[src/rtl/uart_pkg.sv]
// rtl/uart_pkg.sv - shared UART definitions
// Purpose: state encodings and constants shared by the UART receiver and transmitter.
// Ports: none (package).
package uart_pkg;

  localparam int UART_DATA_BITS = 8;
  localparam int UART_MIN_CPB   = 4;

  typedef enum logic [2:0] {
    RX_IDLE      = 3'd0,
    RX_START     = 3'd1,
    RX_DATA      = 3'd2,
    RX_STOP      = 3'd3,
    RX_WAIT_HIGH = 3'd4
  } rx_state_t;

  typedef enum logic [1:0] {
    TX_IDLE  = 2'd0,
    TX_START = 2'd1,
    TX_DATA  = 2'd2,
    TX_STOP  = 2'd3
  } tx_state_t;

endpackage

[src/rtl/uart_rx_if.sv]
// rtl/uart_rx_if.sv - receiver pin, divisor and byte-delivery bundle
// Purpose: groups the serial input, bit divisor and received-byte outputs.
// Ports (signals):
//   i_UART_RX     serial input, idle high
//   i_ClksPerBit  clocks per bit (4..65535)
//   o_Data        last correctly framed byte
//   o_Valid       one-cycle strobe: o_Data updated
//   o_FrameErr    one-cycle strobe: stop bit low, frame discarded
//   o_Idle        receiver waiting for a start bit
// Modports: slave = receiver side, master = peripheral/host side.
interface uart_rx_if;
  import uart_pkg::*;

  logic                      i_UART_RX;
  logic [15:0]               i_ClksPerBit;
  logic [UART_DATA_BITS-1:0] o_Data;
  logic                      o_Valid;
  logic                      o_FrameErr;
  logic                      o_Idle;

  modport slave (
    input  i_UART_RX, i_ClksPerBit,
    output o_Data, o_Valid, o_FrameErr, o_Idle
  );

  modport master (
    output i_UART_RX, i_ClksPerBit,
    input  o_Data, o_Valid, o_FrameErr, o_Idle
  );

endinterface

[src/rtl/uart_sync.sv]
// rtl/uart_sync.sv - flop-chain synchroniser for asynchronous inputs
// Purpose: brings an asynchronous level into i_Clk; resets to 1 (idle line level).
// Ports:
//   i_Clk    clock
//   i_Rst    synchronous active-high reset
//   i_Async  asynchronous input
//   o_Sync   i_Async delayed STAGES clocks
module uart_sync #(
  parameter int STAGES = 2
) (
  input  logic i_Clk,
  input  logic i_Rst,
  input  logic i_Async,
  output logic o_Sync
);

  logic [STAGES-1:0] r_Chain;

  always_ff @(posedge i_Clk) begin
    if (i_Rst) r_Chain <= '1;
    else       r_Chain <= {r_Chain[STAGES-2:0], i_Async};
  end

  assign o_Sync = r_Chain[STAGES-1];

endmodule

[src/rtl/uart_rx.sv]
// rtl/uart_rx.sv - 8N1 UART receiver, LSB first
// Purpose: validates the start bit at its midpoint, samples data and stop
//   bits at bit centres, delivers each byte with a one-cycle strobe.
// Ports:
//   i_Clk   clock
//   i_Rst   synchronous active-high reset
//   rx      uart_rx_if.slave (pin, divisor, byte outputs)
module uart_rx import uart_pkg::*; #(
  parameter int SYNC_STAGES = 2
) (
  input  logic      i_Clk,
  input  logic      i_Rst,
  uart_rx_if.slave  rx
);

  logic                      r_RxSync;
  rx_state_t                 r_State, w_State_Nxt;
  logic [15:0]               r_Cnt, w_Cnt_Nxt;
  logic [15:0]               r_Cpb, w_Cpb_Nxt;
  logic [15:0]               w_Half, w_Limit;
  logic [2:0]                r_Idx, w_Idx_Nxt;
  logic [UART_DATA_BITS-1:0] r_Shift, w_Shift_Nxt;
  logic [UART_DATA_BITS-1:0] r_Data, w_Data_Nxt;
  logic                      r_Valid, w_Valid_Nxt;
  logic                      r_FrameErr, w_FrameErr_Nxt;
  logic                      w_PeriodEnd;

  uart_sync #(.STAGES(SYNC_STAGES)) u_sync (
    .i_Clk   (i_Clk),
    .i_Rst   (i_Rst),
    .i_Async (rx.i_UART_RX),
    .o_Sync  (r_RxSync)
  );

  // Divisor is latched at frame start, so the whole frame uses one bit time.
  assign w_Half      = r_Cpb >> 1;
  assign w_Limit     = (r_State == RX_START) ? w_Half : r_Cpb;
  assign w_PeriodEnd = (r_Cnt == w_Limit - 16'd1);

  always_ff @(posedge i_Clk) begin
    if (i_Rst) begin
      r_State    <= RX_IDLE;
      r_Cnt      <= '0;
      r_Cpb      <= '0;
      r_Idx      <= '0;
      r_Shift    <= '0;
      r_Data     <= '0;
      r_Valid    <= 1'b0;
      r_FrameErr <= 1'b0;
    end else begin
      r_State    <= w_State_Nxt;
      r_Cnt      <= w_Cnt_Nxt;
      r_Cpb      <= w_Cpb_Nxt;
      r_Idx      <= w_Idx_Nxt;
      r_Shift    <= w_Shift_Nxt;
      r_Data     <= w_Data_Nxt;
      r_Valid    <= w_Valid_Nxt;
      r_FrameErr <= w_FrameErr_Nxt;
    end
  end

  always_comb begin
    w_State_Nxt    = r_State;
    w_Cnt_Nxt      = w_PeriodEnd ? 16'd0 : r_Cnt + 16'd1;
    w_Cpb_Nxt      = r_Cpb;
    w_Idx_Nxt      = r_Idx;
    w_Shift_Nxt    = r_Shift;
    w_Data_Nxt     = r_Data;
    w_Valid_Nxt    = 1'b0;
    w_FrameErr_Nxt = 1'b0;

    unique case (r_State)
      RX_IDLE: begin
        w_Cnt_Nxt = '0;
        if (!r_RxSync) begin
          w_State_Nxt = RX_START;
          w_Cpb_Nxt   = rx.i_ClksPerBit;
          w_Idx_Nxt   = '0;
        end
      end
      RX_START: begin
        // Line high again at mid start bit: treat as a glitch.
        if (w_PeriodEnd) begin
          w_State_Nxt = r_RxSync ? RX_IDLE : RX_DATA;
          w_Idx_Nxt   = '0;
        end
      end
      RX_DATA: begin
        if (w_PeriodEnd) begin
          w_Shift_Nxt[r_Idx] = r_RxSync;
          w_Idx_Nxt          = r_Idx + 3'd1;
          if (r_Idx == 3'd7) w_State_Nxt = RX_STOP;
        end
      end
      RX_STOP: begin
        // Leaving at mid stop bit leaves half a bit to catch a back-to-back start.
        if (w_PeriodEnd) begin
          if (r_RxSync) begin
            w_Data_Nxt  = r_Shift;
            w_Valid_Nxt = 1'b1;
            w_State_Nxt = RX_IDLE;
          end else begin
            w_FrameErr_Nxt = 1'b1;
            w_State_Nxt    = RX_WAIT_HIGH;
          end
        end
      end
      RX_WAIT_HIGH: begin
        // A held-low line (break) must not look like a new start bit.
        w_Cnt_Nxt = '0;
        if (r_RxSync) w_State_Nxt = RX_IDLE;
      end
      default: begin
        w_State_Nxt = RX_IDLE;
        w_Cnt_Nxt   = '0;
      end
    endcase
  end

  assign rx.o_Data     = r_Data;
  assign rx.o_Valid    = r_Valid;
  assign rx.o_FrameErr = r_FrameErr;
  assign rx.o_Idle     = (r_State == RX_IDLE);

endmodule
[src/flat_wrapper.sv]
// flat-port wrapper written by rule: the top's interface ports become plain ports
module uart_rx_flat import uart_pkg::*;
#(
  parameter int SYNC_STAGES = 2
)
  (i_Clk, i_Rst, rx_i_UART_RX, rx_i_ClksPerBit, rx_o_Data, rx_o_Valid, rx_o_FrameErr, rx_o_Idle);
  uart_rx_if rx_i ();
  input  logic i_Clk;
  input  logic i_Rst;
  input wire logic [$bits(rx_i.i_UART_RX)-1:0] rx_i_UART_RX;
  input wire logic [$bits(rx_i.i_ClksPerBit)-1:0] rx_i_ClksPerBit;
  output wire logic [$bits(rx_i.o_Data)-1:0] rx_o_Data;
  output wire logic [$bits(rx_i.o_Valid)-1:0] rx_o_Valid;
  output wire logic [$bits(rx_i.o_FrameErr)-1:0] rx_o_FrameErr;
  output wire logic [$bits(rx_i.o_Idle)-1:0] rx_o_Idle;
  assign rx_i.i_UART_RX = rx_i_UART_RX;
  assign rx_i.i_ClksPerBit = rx_i_ClksPerBit;
  assign rx_o_Data = rx_i.o_Data;
  assign rx_o_Valid = rx_i.o_Valid;
  assign rx_o_FrameErr = rx_i.o_FrameErr;
  assign rx_o_Idle = rx_i.o_Idle;
  uart_rx #(.SYNC_STAGES(SYNC_STAGES)) u_core (.i_Clk(i_Clk), .i_Rst(i_Rst), .rx(rx_i));
endmodule
[config.mk]
export PLATFORM = sky130hd
export DESIGN_NAME = uart_rx_flat
export DESIGN_NICKNAME = d
export VERILOG_FILES = /design/src/rtl/uart_pkg.sv /design/src/rtl/uart_rx_if.sv /design/src/rtl/uart_sync.sv /design/src/rtl/uart_rx.sv /design/src/flat_wrapper.sv
export SDC_FILE = /design/constraint.sdc
export NUM_CORES = 1
export LEC_CHECK = 0
export CORE_MARGIN = 2
export CORE_UTILIZATION = 40
export CTS_CLUSTER_DIAMETER = 80
export DETAILED_ROUTE_END_ITERATION = 16
export PLACE_DENSITY = 0.66
export SLEW_MARGIN = 20
export SYNTH_ARGS = -nofsm -noshare
export SYNTH_HDL_FRONTEND = slang
export SYNTH_HIERARCHICAL = 1
export SYNTH_SLANG_ARGS = --single-unit
[constraint.sdc]
create_clock -name i_Clk -period 9.1 [get_ports i_Clk]
set_clock_uncertainty 0.1 [all_clocks]
set_input_delay 0.91 -clock i_Clk [delete_from_list [all_inputs] [get_ports i_Clk]]
set_output_delay 0.91 -clock i_Clk [all_outputs]
set_load 0.01 [all_outputs]
=== Word-level counts from Yosys, hierarchy flattened ===
Cells that the tools add are included.

* $lt $le $gt $ge: 2
* Multiplexer cells: 19
* Equal/unequal tests: 12
* $add $sub $neg: 3
* Bitwise operators: 4
* Reductions and logical operators: 11

{| class="wikitable"
|+ Operators by type and width
! operator !! number
|-
| 2-to-1 mux 3 bit || 10
|-
| adder 16 x 1 -> 16 bit (second input constant) || 1
|-
| == test 16 bit || 1
|-
| 2-to-1 mux 16 bit || 1
|-
| subtractor 16 x 1 -> 16 bit (second input constant) || 1
|-
| one-hot mux 3 bit (5 select lines) || 1
|-
| one-hot mux 3 bit (3 select lines) || 1
|-
| OR reduction 3 bit || 3
|-
| bitwise mux 8 bit || 1
|-
| inequality test 2 x 1 -> 1 bit (second input constant) || 4
|-
| == test 3 x 2 -> 1 bit (second input constant) || 2
|-
| == test 3 bit (second input constant) || 2
|-
| AND reduction 6 bit || 1
|-
| less-than comparator 3 x 4 -> 1 bit (second input constant) || 1
|-
| inequality test 2 bit (second input constant) || 2
|-
| NOT 1 bit || 4
|-
| AND reduction 2 bit || 2
|-
| AND reduction 4 bit || 1
|-
| adder 3 x 1 -> 3 bit (second input constant) || 1
|-
| demux 1 bit (select 3 bit) || 1
|-
| == test 3 x 1 -> 1 bit (second input constant) || 1
|-
| greater-or-equal comparator 3 x 1 -> 1 bit (second input constant) || 1
|-
| logical NOT 3 bit || 1
|-
| 2-to-1 mux 1 bit || 3
|-
| 4 further kinds || 4
|}

* Logic and storage cells: 60
* Register bits: 58

=== Logic depth before layout (Yosys ltp) ===
* Word-level depth: 6
* Gate-level depth with buffers: 18
* Depth with buffers taken out: 12

=== Cells and area by module ===
The synthesis kept the hierarchy.

{| class="wikitable"
|+ Modules (own cells, without submodules)
! module !! seq. area each (µm²) !! area each (µm²) !! instances !! cells an instance
|-
| uart_rx || 1121.1 || 3530.9 || 1 || 455
|-
| uart_sync || 40.0 || 52.6 || 1 || 4
|}

=== Worst setup path before layout ===
Ideal clock, no wire load.

* Kind: reg2reg
* Start point: register u_core.r_State[1]
* End point: register u_core.r_Shift[6]
* Path buffers: 5
* Data required time: 8.877 ns
* Cell stages (with the launch flop): 18
* Setup slack: 4.440 ns
* Arrival: 4.437 ns
* Period minus slack after synthesis: 4.660 ns
* Cell sequence: dfxtp_1 > buf_2 > nor3b_1 > buf_2 > buf_2 > mux2i_1 > ha_1 > or4b_1 > buf_2 > nor4_1 > a2111oi_0 > or3_1 > a211o_1 > nor4b_2 > and2_1 > buf_2 > or4b_1 > mux2i_1

* Longest elaborated chain between the ends: 5
* Elaborated cells between the ends (all ways): 6

{| class="wikitable"
|+ Ends and longest elaborated chain
! element !! line !! text
|-
| start: declaration || uart_rx.sv:17 || <nowiki>rx_state_t r_State, w_State_Nxt;</nowiki>
|-
| start signal: assignment || uart_rx.sv:51 || <nowiki>r_State <= w_State_Nxt;</nowiki>
|-
| == test 3 x 1 -> 1 bit || uart_rx.sv:37 || <nowiki>assign w_Limit = (r_State == RX_START) ? w_Half : r_Cpb;</nowiki>
|-
| 2-to-1 mux 16 bit || uart_rx.sv:37 ||
|-
| subtractor 16 x 1 -> 16 bit || uart_rx.sv:38 || <nowiki>assign w_PeriodEnd = (r_Cnt == w_Limit - 16'd1);</nowiki>
|-
| == test 16 bit || uart_rx.sv:38 ||
|-
| AND reduction 2 bit (no line) * || -- ||
|-
| end signal: assignment || uart_rx.sv:55 || <nowiki>r_Shift <= w_Shift_Nxt;</nowiki>
|-
| end: declaration || uart_rx.sv:22 || <nowiki>logic [UART_DATA_BITS-1:0] r_Shift, w_Shift_Nxt;</nowiki>
|}

Every way passes the cells marked *; elsewhere a longest branch is shown, timed or not.
A chain may end at the register's enable or synchronous reset.

=== Worst setup path after layout ===
* Start point: register u_core.r_State[0]
* End point: register u_core.r_Cnt[8]

* Longest elaborated chain between the ends: 5
* Elaborated cells between the ends (all ways): 9

{| class="wikitable"
|+ Ends and longest elaborated chain
! element !! line !! text
|-
| == test 3 x 1 -> 1 bit || uart_rx.sv:37, uart_rx.sv:72 ||
|-
| 2-to-1 mux 16 bit || uart_rx.sv:37 ||
|-
| subtractor 16 x 1 -> 16 bit || uart_rx.sv:38 ||
|-
| == test 16 bit || uart_rx.sv:38 ||
|-
| OR reduction 3 bit (no line) * || -- ||
|-
| end signal: assignment || uart_rx.sv:52 || <nowiki>r_Cnt <= w_Cnt_Nxt;</nowiki>
|-
| end: declaration || uart_rx.sv:18 || <nowiki>logic [15:0] r_Cnt, w_Cnt_Nxt;</nowiki>
|}

Marks and branches as above.

==> results.sh <==
export IMPL_synthToLayoutAreaGrowth_pct=13.65
export IMPL_clockRootBuffer="clkbuf_8"
export IMPL_arrival_ns=5.58
export IMPL_drive_gt1_share_pct=6.250
export IMPL_hold_viol=0
export IMPL_slew_headroom_pct=42.30
export IMPL_clk_pin_slew_ns=0.07
export IMPL_routed_wl_microns=9168
export IMPL_max_clock_path_buffers=2
export IMPL_antenna_found_initial=0
export IMPL_ys_async_sr_fraction_pct=0
export IMPL_die_area_sq_mm=0.009732
export IMPL_place_area_sq_mm=0.003870
export IMPL_htree_levels=3
export IMPL_period_minus_slack_ns=5.478
export IMPL_design_area_sq_mm=0.004073
export IMPL_ys_warn_count=6
export IMPL_syn_area_sq_mm=0.003583
export IMPL_gp_congestion=0.8719
export IMPL_synth_area_leaders="dfxtp_1, nand2_1, mux2i_1, nor2_1, a21oi_1"
export IMPL_die_h_microns=98.65
export IMPL_layout_setup_ws_ns=3.622
export IMPL_initial_core_util_pct=41.09
export IMPL_die_x_microns=98.65
export IMPL_synth_xor_area_share_pct=6.599
export IMPL_netlist_area_leader_share_pct=32.40
export IMPL_utilization_pct=46.70
export IMPL_required_ns=9.21
export IMPL_place_ws_ns=3.678
export IMPL_yosys_register_bits=58
export IMPL_num_rows=34
export IMPL_yosys_area_share_adder_pct=1.397
export IMPL_cap_viol_max_count=0
export IMPL_seqCellArea_sq_mm=0.001161
export IMPL_synth_common_cells="nand2_1, dfxtp_1, nor2_1"
export IMPL_leakagePower_nw=1.545
export IMPL_drv_slew=0
export IMPL_finalCritPeriodShare_pct=60.19
export IMPL_min_from="u_core/u_sync/r_Chain[0]"
export IMPL_post_cts_buffers=0
export IMPL_grt_pass1_vias=3091
export IMPL_clock_latency_ns=0.34
export IMPL_portBuffers=29
export IMPL_synth_compound_area_share_pct=17.53
export IMPL_ys_seq_area_share_pct=32.40
export IMPL_critPathMaxFanout=24
export IMPL_synth_main_ff_cell="dfxtp_1"
export IMPL_rsz0062_at_grt="no"
export IMPL_startpoint_type="flip-flop"
export IMPL_r2r_start="u_core/r_State[0]"
export IMPL_pin_count=30
export IMPL_grt_pass1_wl_microns=15240
export IMPL_setup_viol=0
export IMPL_cts_made_buffers=9
export IMPL_synth_enable_flop_cells=0
export IMPL_cts_sinks=58
export IMPL_critPathLaunch="u_core/r_State[0]"
export IMPL_status="complete, no violations"
export IMPL_hp_class="reg2reg"
export IMPL_synthSimpleGateAreaFrac_pct=30.90
export IMPL_multiInputGateArea_sq_mm=0.002223
export IMPL_drc=0
export IMPL_peakVddDrop_v=0.00006763
export IMPL_synth_top_family_by_area="simple AND/OR/NAND/NOR gates"
export IMPL_wl_per_cell_microns=16.03
export IMPL_yosys_cell_types_count=57
export IMPL_drt_initial_drc_count=205
export IMPL_worst_pin_slew_ns=0.8643
export IMPL_cts_tree="yes"
export IMPL_post_synth_inst_count=459
export IMPL_antenna_cells=0
export IMPL_r2r_slack_ns=3.62
export IMPL_drtAntennaViolNets=0
export IMPL_viasPerCell=5.872
export IMPL_fillers=829
export IMPL_grt_max_degree=39
export IMPL_synth_most_common_cell="nand2_1"
export IMPL_path_class="reg2reg"
export IMPL_ctsResizeCount=0
export IMPL_fin_tns_setup_ns=0
export IMPL_p_per_area_mw_per_mm2=148.2
export IMPL_fin_nets=482
export IMPL_grt_overflow=0
export IMPL_vias=3359
export IMPL_grt_usage_pct=19.16
export IMPL_dp_hpwl_microns=6569
export IMPL_syn_nets=482
export IMPL_max_freq_mhz=182.6
export IMPL_muxShareOfSynthArea_pct=5.307
export IMPL_cts_hold_buf=0
export IMPL_end_kind="flip-flop"
export IMPL_syn_area_per_cell_sq_um=7.807
export IMPL_core_area_sq_mm=0.008721
export IMPL_firstDrtPassIters=5
export IMPL_synth_top_area_cell="dfxtp_1"
-- through the flow --
step / power [mW] / hold WS [ns] / std cells
after floorplan: 0.3412 / 0.2832 / 459
after detailed placement: 0.3662 / 0.2925 / 556
after global placement: 0.3655 / 0.2869 / 556
final: 0.6036 / 0.3062 / 572
after global routing: 0.6321 / 0.3346 / 572
after CTS: 0.6096 / 0.3101 / 572
-- cell usage in the layout (no fill, tap or decap), types with 3 or more instances in the layout --
| cell | instances |
|---|---|
| a2111oi_0 | 3 |
| a211oi_1 | 4 |
| a21o_1 | 5 |
| a21oi_1 | 27 |
| a22oi_1 | 5 |
| a31oi_1 | 6 |
| a32oi_1 | 3 |
| and2_1 | 4 |
| and3_1 | 14 |
| buf_4 | 3 |
| clkbuf_8 | 9 |
| clkdlybuf4s50_1 | 29 |
| clkinvlp_4 | 3 |
| dfxtp_1 | 58 |
| ha_1 | 4 |
| inv_1 | 10 |
| mux2i_1 | 19 |
| nand2_1 | 61 |
| nand2b_1 | 3 |
| nand3_1 | 15 |
| nand4_1 | 7 |
| nand4b_1 | 3 |
| nor2_1 | 43 |
| nor3_1 | 11 |
| nor4_1 | 9 |
| o21ai_0 | 8 |
| o221ai_1 | 4 |
| o41ai_1 | 4 |
| or3_1 | 8 |
| or4_1 | 7 |
| or4bb_1 | 3 |
| xnor2_1 | 13 |
| xor2_1 | 14 |
-- report_power, final --
part	leakage (nW)	switching, mW	internal [mW]	total [mW]
clock network	0.0921	0.114	0.128	0.242
registers	0.469	0.0112	0.257	0.268
logic	0.985	0.0514	0.0423	0.0937
-- final cells by class --
cell class              instances  area share [%]
multi-input cells             348           54.59
inverters                      10          0.9217
clock inverters                 7           1.935
clock buffers                   9           3.041
repair buffers                 32           7.680
well taps                     108           3.318
flip-flops and latches         58           28.51
-- worst paths after layout --
kind | endpoint | depth (start not counted)
setup reg to reg | u_core/r_Cnt[8] | 13
setup / recovery | u_core/r_Cnt[8] | 13
hold / removal | u_core/u_sync/r_Chain[1] | 1
hold reg to reg | u_core/u_sync/r_Chain[1] | 1
-- metal layers --
| metal | share of wire [%] | wire [microns] | track usage [%] | vias to the layer above |
|---|---|---|---|---|
| met5 | 0 | 0 | 0 | - |
| met4 | 2.5 | 225 | 6.955 | 0 |
| met3 | 5.8 | 530 | 4.255 | 22 |
| met2 | 48 | 4394 | 30.93 | 99 |
| met1 | 44 | 4019 | 25.24 | 1576 |
| li1 | - | - | - | 1662 |
-- critical path, stage by stage (launching register included) --
cell and delay, ns:
dfxtp_1 0.78, nor3b_2 0.27, buf_4 0.30, mux2i_1 0.32, ha_1 0.27, or4b_1 0.59, nor4_1 0.31, a2111oi_0 0.12
or3_1 0.36, a211o_1 0.32, nor4b_2 0.36, and2_1 0.58, or4_1 0.54, nor2_1 0.10
-- logic make-up after synthesis --
logic type      after synthesis
buf+inv                      53
compound gates               90
simple gates                208
flops                        58
fa+ha+maj                     4
mux                          19
xor+xnor                     27
-- flip-flops by register name, summed over array words and instances (netlist names) --
register	flops
u_core/r_Cnt	16
u_core/r_Cpb	16
u_core/r_Shift	8
u_core/rx.o_Data	8
u_core/r_Idx	3
u_core/r_State	3
u_core/u_sync/r_Chain	2
u_core/rx.o_FrameErr	1
u_core/rx.o_Valid	1
No activity file was read; power rests on OpenSTA's default activity.
